File: config.mk
export PLATFORM = sky130hd
export DESIGN_NAME = lc4_regfile_sb
export DESIGN_NICKNAME = d
export VERILOG_FILES = /design/src/rtl/lc4_regfile_pkg.sv /design/src/rtl/lc4_sb_counter.sv /design/src/rtl/lc4_regfile_sb.sv
export SDC_FILE = /design/constraint.sdc
export NUM_CORES = 1
export LEC_CHECK = 0
export ABC_AREA = 1
export CAP_MARGIN = 0
export CORE_MARGIN = 2
export CORE_UTILIZATION = 45
export CTS_BUF_LIST = sky130_fd_sc_hd__clkbuf_8
export DETAILED_ROUTE_END_ITERATION = 8
export SETUP_SLACK_MARGIN = 0.15
export SLEW_MARGIN = 0
export SYNTH_ARGS = -nofsm -noshare
export SYNTH_HDL_FRONTEND = slang
export SYNTH_SLANG_ARGS = --single-unit
File: constraint.sdc
create_clock -name clk -period 4.3 [get_ports clk]
set_clock_uncertainty 0.2 [all_clocks]
set_input_delay 0.86 -clock clk [delete_from_list [all_inputs] [get_ports clk]]
set_output_delay 0.86 -clock clk [all_outputs]
set_load 0.02 [all_outputs]
File: src/rtl/lc4_regfile_pkg.sv
// Shared constants and width helpers for the LC4 register file
// and its pending-write scoreboard.
package lc4_regfile_pkg;

    localparam int LC4_REG_COUNT = 8;
    localparam int LC4_WORD      = 16;

    // Ceiling log2, at least 1 bit.
    function automatic int clog2(input int v);
        int r;
        r = 1;
        for (int i = 1; i < 32; i++) begin
            if ((1 << i) < v) r = i + 1;
        end
        return r;
    endfunction

    function automatic int sel_w(input int reg_count);
        return clog2(reg_count);
    endfunction

    function automatic int cnt_w(input int max_pending);
        return clog2(max_pending + 1);
    endfunction

endpackage

File: src/rtl/lc4_sb_counter.sv
// Saturating up/down pending-write counter for one register,
// with a sticky error flag for overflow/underflow attempts.
module lc4_sb_counter
    import lc4_regfile_pkg::*;
#(
    parameter int MAX_PENDING = 3,
    parameter int CNT_W       = cnt_w(MAX_PENDING)
) (
    input  logic             clk,
    input  logic             rst,
    input  logic             gwe,
    input  logic             inc,
    input  logic             dec,
    input  logic             flush,
    output logic [CNT_W-1:0] count,
    output logic             err
);

    localparam logic [CNT_W-1:0] CNT_MAX = CNT_W'(MAX_PENDING);

    logic [CNT_W-1:0] count_q, count_d;
    logic             err_q, err_d;

    // Next count: flush wins, inc+dec cancel, ends saturate and flag.
    always_comb begin
        count_d = count_q;
        err_d   = err_q;
        if (gwe) begin
            if (flush) begin
                count_d = '0;
            end else if (inc && !dec) begin
                if (count_q == CNT_MAX) err_d = 1'b1;
                else count_d = count_q + CNT_W'(1);
            end else if (dec && !inc) begin
                if (count_q == '0) err_d = 1'b1;
                else count_d = count_q - CNT_W'(1);
            end
        end
    end

    // Count and sticky error state, cleared only by reset.
    always_ff @(posedge clk or negedge rst) begin
        if (!rst) begin
            count_q <= '0;
            err_q   <= 1'b0;
        end else begin
            count_q <= count_d;
            err_q   <= err_d;
        end
    end

    assign count = count_q;
    assign err   = err_q;

endmodule

File: src/rtl/lc4_regfile_sb.sv
// LC4 register file with per-register pending-write scoreboard.
// Optional write-to-read bypass: define LC4_REGFILE_BYPASS_EN.
module lc4_regfile_sb
    import lc4_regfile_pkg::*;
#(
    parameter int n           = LC4_WORD,
    parameter int REG_COUNT   = LC4_REG_COUNT,
    parameter int MAX_PENDING = 3,
    parameter logic [n-1:0] RESET_VALUE = '0,
    localparam int SEL_W = sel_w(REG_COUNT),
    localparam int CNT_W = cnt_w(MAX_PENDING)
) (
    input  logic             clk,
    input  logic             rst,
    input  logic             gwe,
    input  logic [SEL_W-1:0] i_rs,
    input  logic             i_rs_re,
    output logic [n-1:0]     o_rs_data,
    output logic             o_rs_busy,
    input  logic [SEL_W-1:0] i_rt,
    input  logic             i_rt_re,
    output logic [n-1:0]     o_rt_data,
    output logic             o_rt_busy,
    input  logic [SEL_W-1:0] i_rd,
    input  logic [n-1:0]     i_wdata,
    input  logic             i_rd_we,
    input  logic [SEL_W-1:0] i_issue_rd,
    input  logic             i_issue_we,
    input  logic             i_flush,
    output logic             o_stall,
    output logic             o_sb_err
);

    logic [n-1:0]     regs_q [REG_COUNT];
    logic [n-1:0]     regs_d [REG_COUNT];
    logic [CNT_W-1:0] cnt    [REG_COUNT];
    logic [REG_COUNT-1:0] err_vec;

    // Next register contents: one write port, gated by gwe.
    always_comb begin
        regs_d = regs_q;
        if (gwe && i_rd_we) regs_d[i_rd] = i_wdata;
    end

    // Register storage with asynchronous reset to RESET_VALUE.
    always_ff @(posedge clk or negedge rst) begin
        if (!rst) begin
            for (int i = 0; i < REG_COUNT; i++) regs_q[i] <= RESET_VALUE;
        end else begin
            regs_q <= regs_d;
        end
    end

    for (genvar g = 0; g < REG_COUNT; g++) begin : g_sb
        lc4_sb_counter #(
            .MAX_PENDING (MAX_PENDING),
            .CNT_W       (CNT_W)
        ) u_cnt (
            .clk   (clk),
            .rst   (rst),
            .gwe   (gwe),
            .inc   (i_issue_we && (i_issue_rd == SEL_W'(g))),
            .dec   (i_rd_we && (i_rd == SEL_W'(g))),
            .flush (i_flush),
            .count (cnt[g]),
            .err   (err_vec[g])
        );
    end

    logic [CNT_W-1:0] rs_cnt, rt_cnt;
    assign rs_cnt = cnt[i_rs];
    assign rt_cnt = cnt[i_rt];

`ifdef LC4_REGFILE_BYPASS_EN
    logic rs_hit, rt_hit;
    assign rs_hit = gwe && i_rd_we && (i_rd == i_rs);
    assign rt_hit = gwe && i_rd_we && (i_rd == i_rt);

    // Retiring write forwards its data and its pending slot.
    always_comb begin
        o_rs_data = rs_hit ? i_wdata : regs_q[i_rs];
        o_rt_data = rt_hit ? i_wdata : regs_q[i_rt];
        o_rs_busy = rs_hit ? (rs_cnt > CNT_W'(1)) : (rs_cnt != '0);
        o_rt_busy = rt_hit ? (rt_cnt > CNT_W'(1)) : (rt_cnt != '0);
    end
`else
    // Stored contents only; busy from the raw count.
    always_comb begin
        o_rs_data = regs_q[i_rs];
        o_rt_data = regs_q[i_rt];
        o_rs_busy = (rs_cnt != '0);
        o_rt_busy = (rt_cnt != '0);
    end
`endif

    assign o_stall  = (i_rs_re && o_rs_busy) || (i_rt_re && o_rt_busy);
    assign o_sb_err = |err_vec;

endmodule
==> results of run 1 <==
## timing repair
action                     in CTS  in global routing
buffers inserted                0                  0
hold buffers                    1                  0
pin swaps                       1                  2
hold endpoints to repair       55                  0
gates resized for setup        16                 14
setup endpoints to repair       3                 17
## per-stage QoR
stage               instances  hold slack (ns)
floorplan                5821            0.229
global placement         7614            0.244
detailed placement       7614            0.253
CTS                      7756            0.270
global route             7758            0.299
finish                   7760            0.271
## kinds of logic after synthesis
family	Yosys count	share of synthesized area
AO/OA/AOI/OAI	1206	0.175
AND/OR/NAND/NOR	3134	0.359
flip-flops	392	0.270
buffers and inverters	747	0.0806
adder cells (fa/ha/maj)	306	0.107
XOR/XNOR	36	0.00867
## cell usage in the layout, fill, tap and decap left out, drive strengths merged, types with 2 or more instances in the layout
cell type and n:
o21a 14, clkinvlp 2, ha 298, and3 2
fa 8, a31oi 34, dlymetal6s2s 3, clkbuf 100
a21oi 454, a21o 9, nand3b 40, clkinv 15
dfrtp 392, buf 757, clkdlybuf4s50 118, xor2 2
nor4 18, xnor2 34, nand2 1808, nand4 99
o2111ai 4, nor3b 4, nand3 395, o21bai 33
nor2 630, or2 47, nor3 81, inv 624
o211ai 34, o21ai 621, and2 9, diode 4
## state kept, by name, indices dropped and copies added, names as in the netlist
signal and cells:
g_sb.u_cnt.err 8, regs_q 128, g_sb.u_cnt.count 256
## path summary, 6_finish.rpt
kind | cells past startpoint | endpoint | slack [ns] | start
max | 8 | o_rs_data[13] | 0.27 | i_rs[0]
min | 2 | g_sb[1].u_cnt.err$_DFFE_PN0P_ | 0.27 | g_sb[1].u_cnt.err$_DFFE_PN0P_
max reg2reg | 9 | g_sb[4].u_cnt.count[11]$_DFFE_PN0P_ | 1.45 | g_sb[4].u_cnt.count[10]$_DFFE_PN0P_
min reg2reg | 2 | g_sb[1].u_cnt.err$_DFFE_PN0P_ | 0.27 | g_sb[1].u_cnt.err$_DFFE_PN0P_
max in group asynchronous | 3 | regs_q[78]$_DFFE_PN0P_ | 2.48 | rst
min in group asynchronous | 2 | g_sb[5].u_cnt.count[19]$_DFFE_PN0P_ | 0.51 | rst
## metal layers
| layer | track usage | vias to the layer above |
|---|---|---|
| met2 | 0.474 | 987 |
| met1 | 0.416 | 18400 |
| met5 | 0 | - |
| li1 | - | 20900 |
| met3 | 0.0373 | 199 |
| met4 | 0.0933 | 0 |
## area by class of cell
cell class	instances	area share
Antenna cell	4	0.000218
Clock buffer	100	0.0300
Clock inverter	41	0.00586
Inverter	601	0.0493
Multi-Input combinational cell	4682	0.516
Sequential cell	392	0.214
Tap cell	1060	0.0289
Timing Repair Buffer	880	0.156
## synthesized netlist by cell type (33+ instances only)
cell | n | share of area
clkbuf_1 | 95 | 0.0098
nand3_1 | 391 | 0.054
dfrtp_1 | 392 | 0.27
nand3b_1 | 40 | 0.0083
inv_1 | 584 | 0.060
nor2_1 | 623 | 0.064
o21ai_0 | 501 | 0.069
ha_1 | 298 | 0.10
a31oi_1 | 34 | 0.0059
o211ai_1 | 34 | 0.0070
nand2_1 | 1799 | 0.19
o21bai_1 | 33 | 0.0068
or2_2 | 47 | 0.0081
nor3_1 | 76 | 0.010
xnor2_1 | 34 | 0.0082
nand4_1 | 99 | 0.017
o21ai_1 | 118 | 0.016
a21oi_1 | 453 | 0.062
## where the power goes
part	total [µW]	internal (µW)	switching (µW)
clock network	4120	2190	1940
registers	5350	4450	897
logic	23600	10100	13500
total	33100	16700	16400
## worst max-delay path: stages
cell	delay [ns]
buf_4	0.23
inv_2	0.24
buf_12	0.27
nor2_1	0.06
o21ai_0	0.18
a21oi_1	0.06
a31oi_1	0.33
clkdlybuf4s50_1	0.69
==> out/metrics.yaml, run 1 <==
cp_max_fo: 50
clock-sinks: 392
cts_buffers: 81
first_global_vias: 37800
place_congestion: 0.951
first_pass_iters: 8
dieWidth_um: 288
rsz0062_at_grt: "yes"
finalSetupViolations: 0
overflow: 0
die_y_um: 288
drt_first_iter_violations: 2875
powerDensity_mw_per_mm2: 720
grt_max_degree: 89
top_layer: "met4"
grt_pass1_wl_um: 198000
dr_wl_met2_um: 54600
yosysSeqAreaShare: 0.270
hold_path.class: "reg2reg"
async_flop_share: 1.00
crit_type: "in2out"
p_leak_uw: 0.0244
synth_warnings: 0
routedLengthMet1_um: 59600
grt_use_total: 0.297
slew_violations: 0
syn_inst: 5821
synthesis.area_mm2: 0.0364
num_vias: 40500
wirelength_um: 124000
dp_hpwl_um: 94000
fin_ws_ns: 0.273
cts_tree: "done"
n_fill_cell: 8041
p_total_uw: 33100
htree_levels: 3
syn_nets: 6279
clk_latency_ns: 0.74
antenna_left: 0
multi_input_area_mm2: 0.0237
routedWlPerCell_um: 16.0
fin_crit_sh: 0.937
synth.avg_cell_area_um2: 6.25
ys_ff_latch: 392
drv_cap: 0
path_clk_slew_ns: 0.06
synth_edf_count: 0
max_slew.worst_pin.slew_ns: 0.690
routed-wl-met3_um: 6470
cts_root_buf: "clkbuf_8"
ir_drop_mv: 0.390
final_hold_viol_count: 0
cp_data_required_time_ns: 3.24
fin_nets: 7096
max_slew_margin: 0.540
core-area_mm2: 0.0803
synth_cell_types: 45
viasPerCell: 5.22
status: "complete, no violations"
antenna_found_initial: 4
min_period_ns: 4.03
postPlaceCellArea_mm2: 0.0442
row_count: 104
area_growth_pct: 26.3
fin_area_mm2: 0.0459
drc: 0
arrival_ns: 2.97
dp_slack_ns: -0.438
fmax_mhz: 248
clockBufferDepth: 3
ios: 188
synth_ff_type: "dfrtp_1"
drive_gt1_frac: 0.148
seqCellArea_mm2: 0.00981
setup_tns_ns: 0
start_kind: "primary input"
final_util: 0.572
io_buffers: 129
start_util: 0.453
die_area_mm2: 0.0831
end_kind: "output pin"
(Power assumes the default switching activity.)
==> run 2: changes to the inputs <==
Settings changed: CAP_MARGIN 0 to 10.
==> results of run 2 <==
The final DEF is identical to that of run 1; final timing and power are the same.
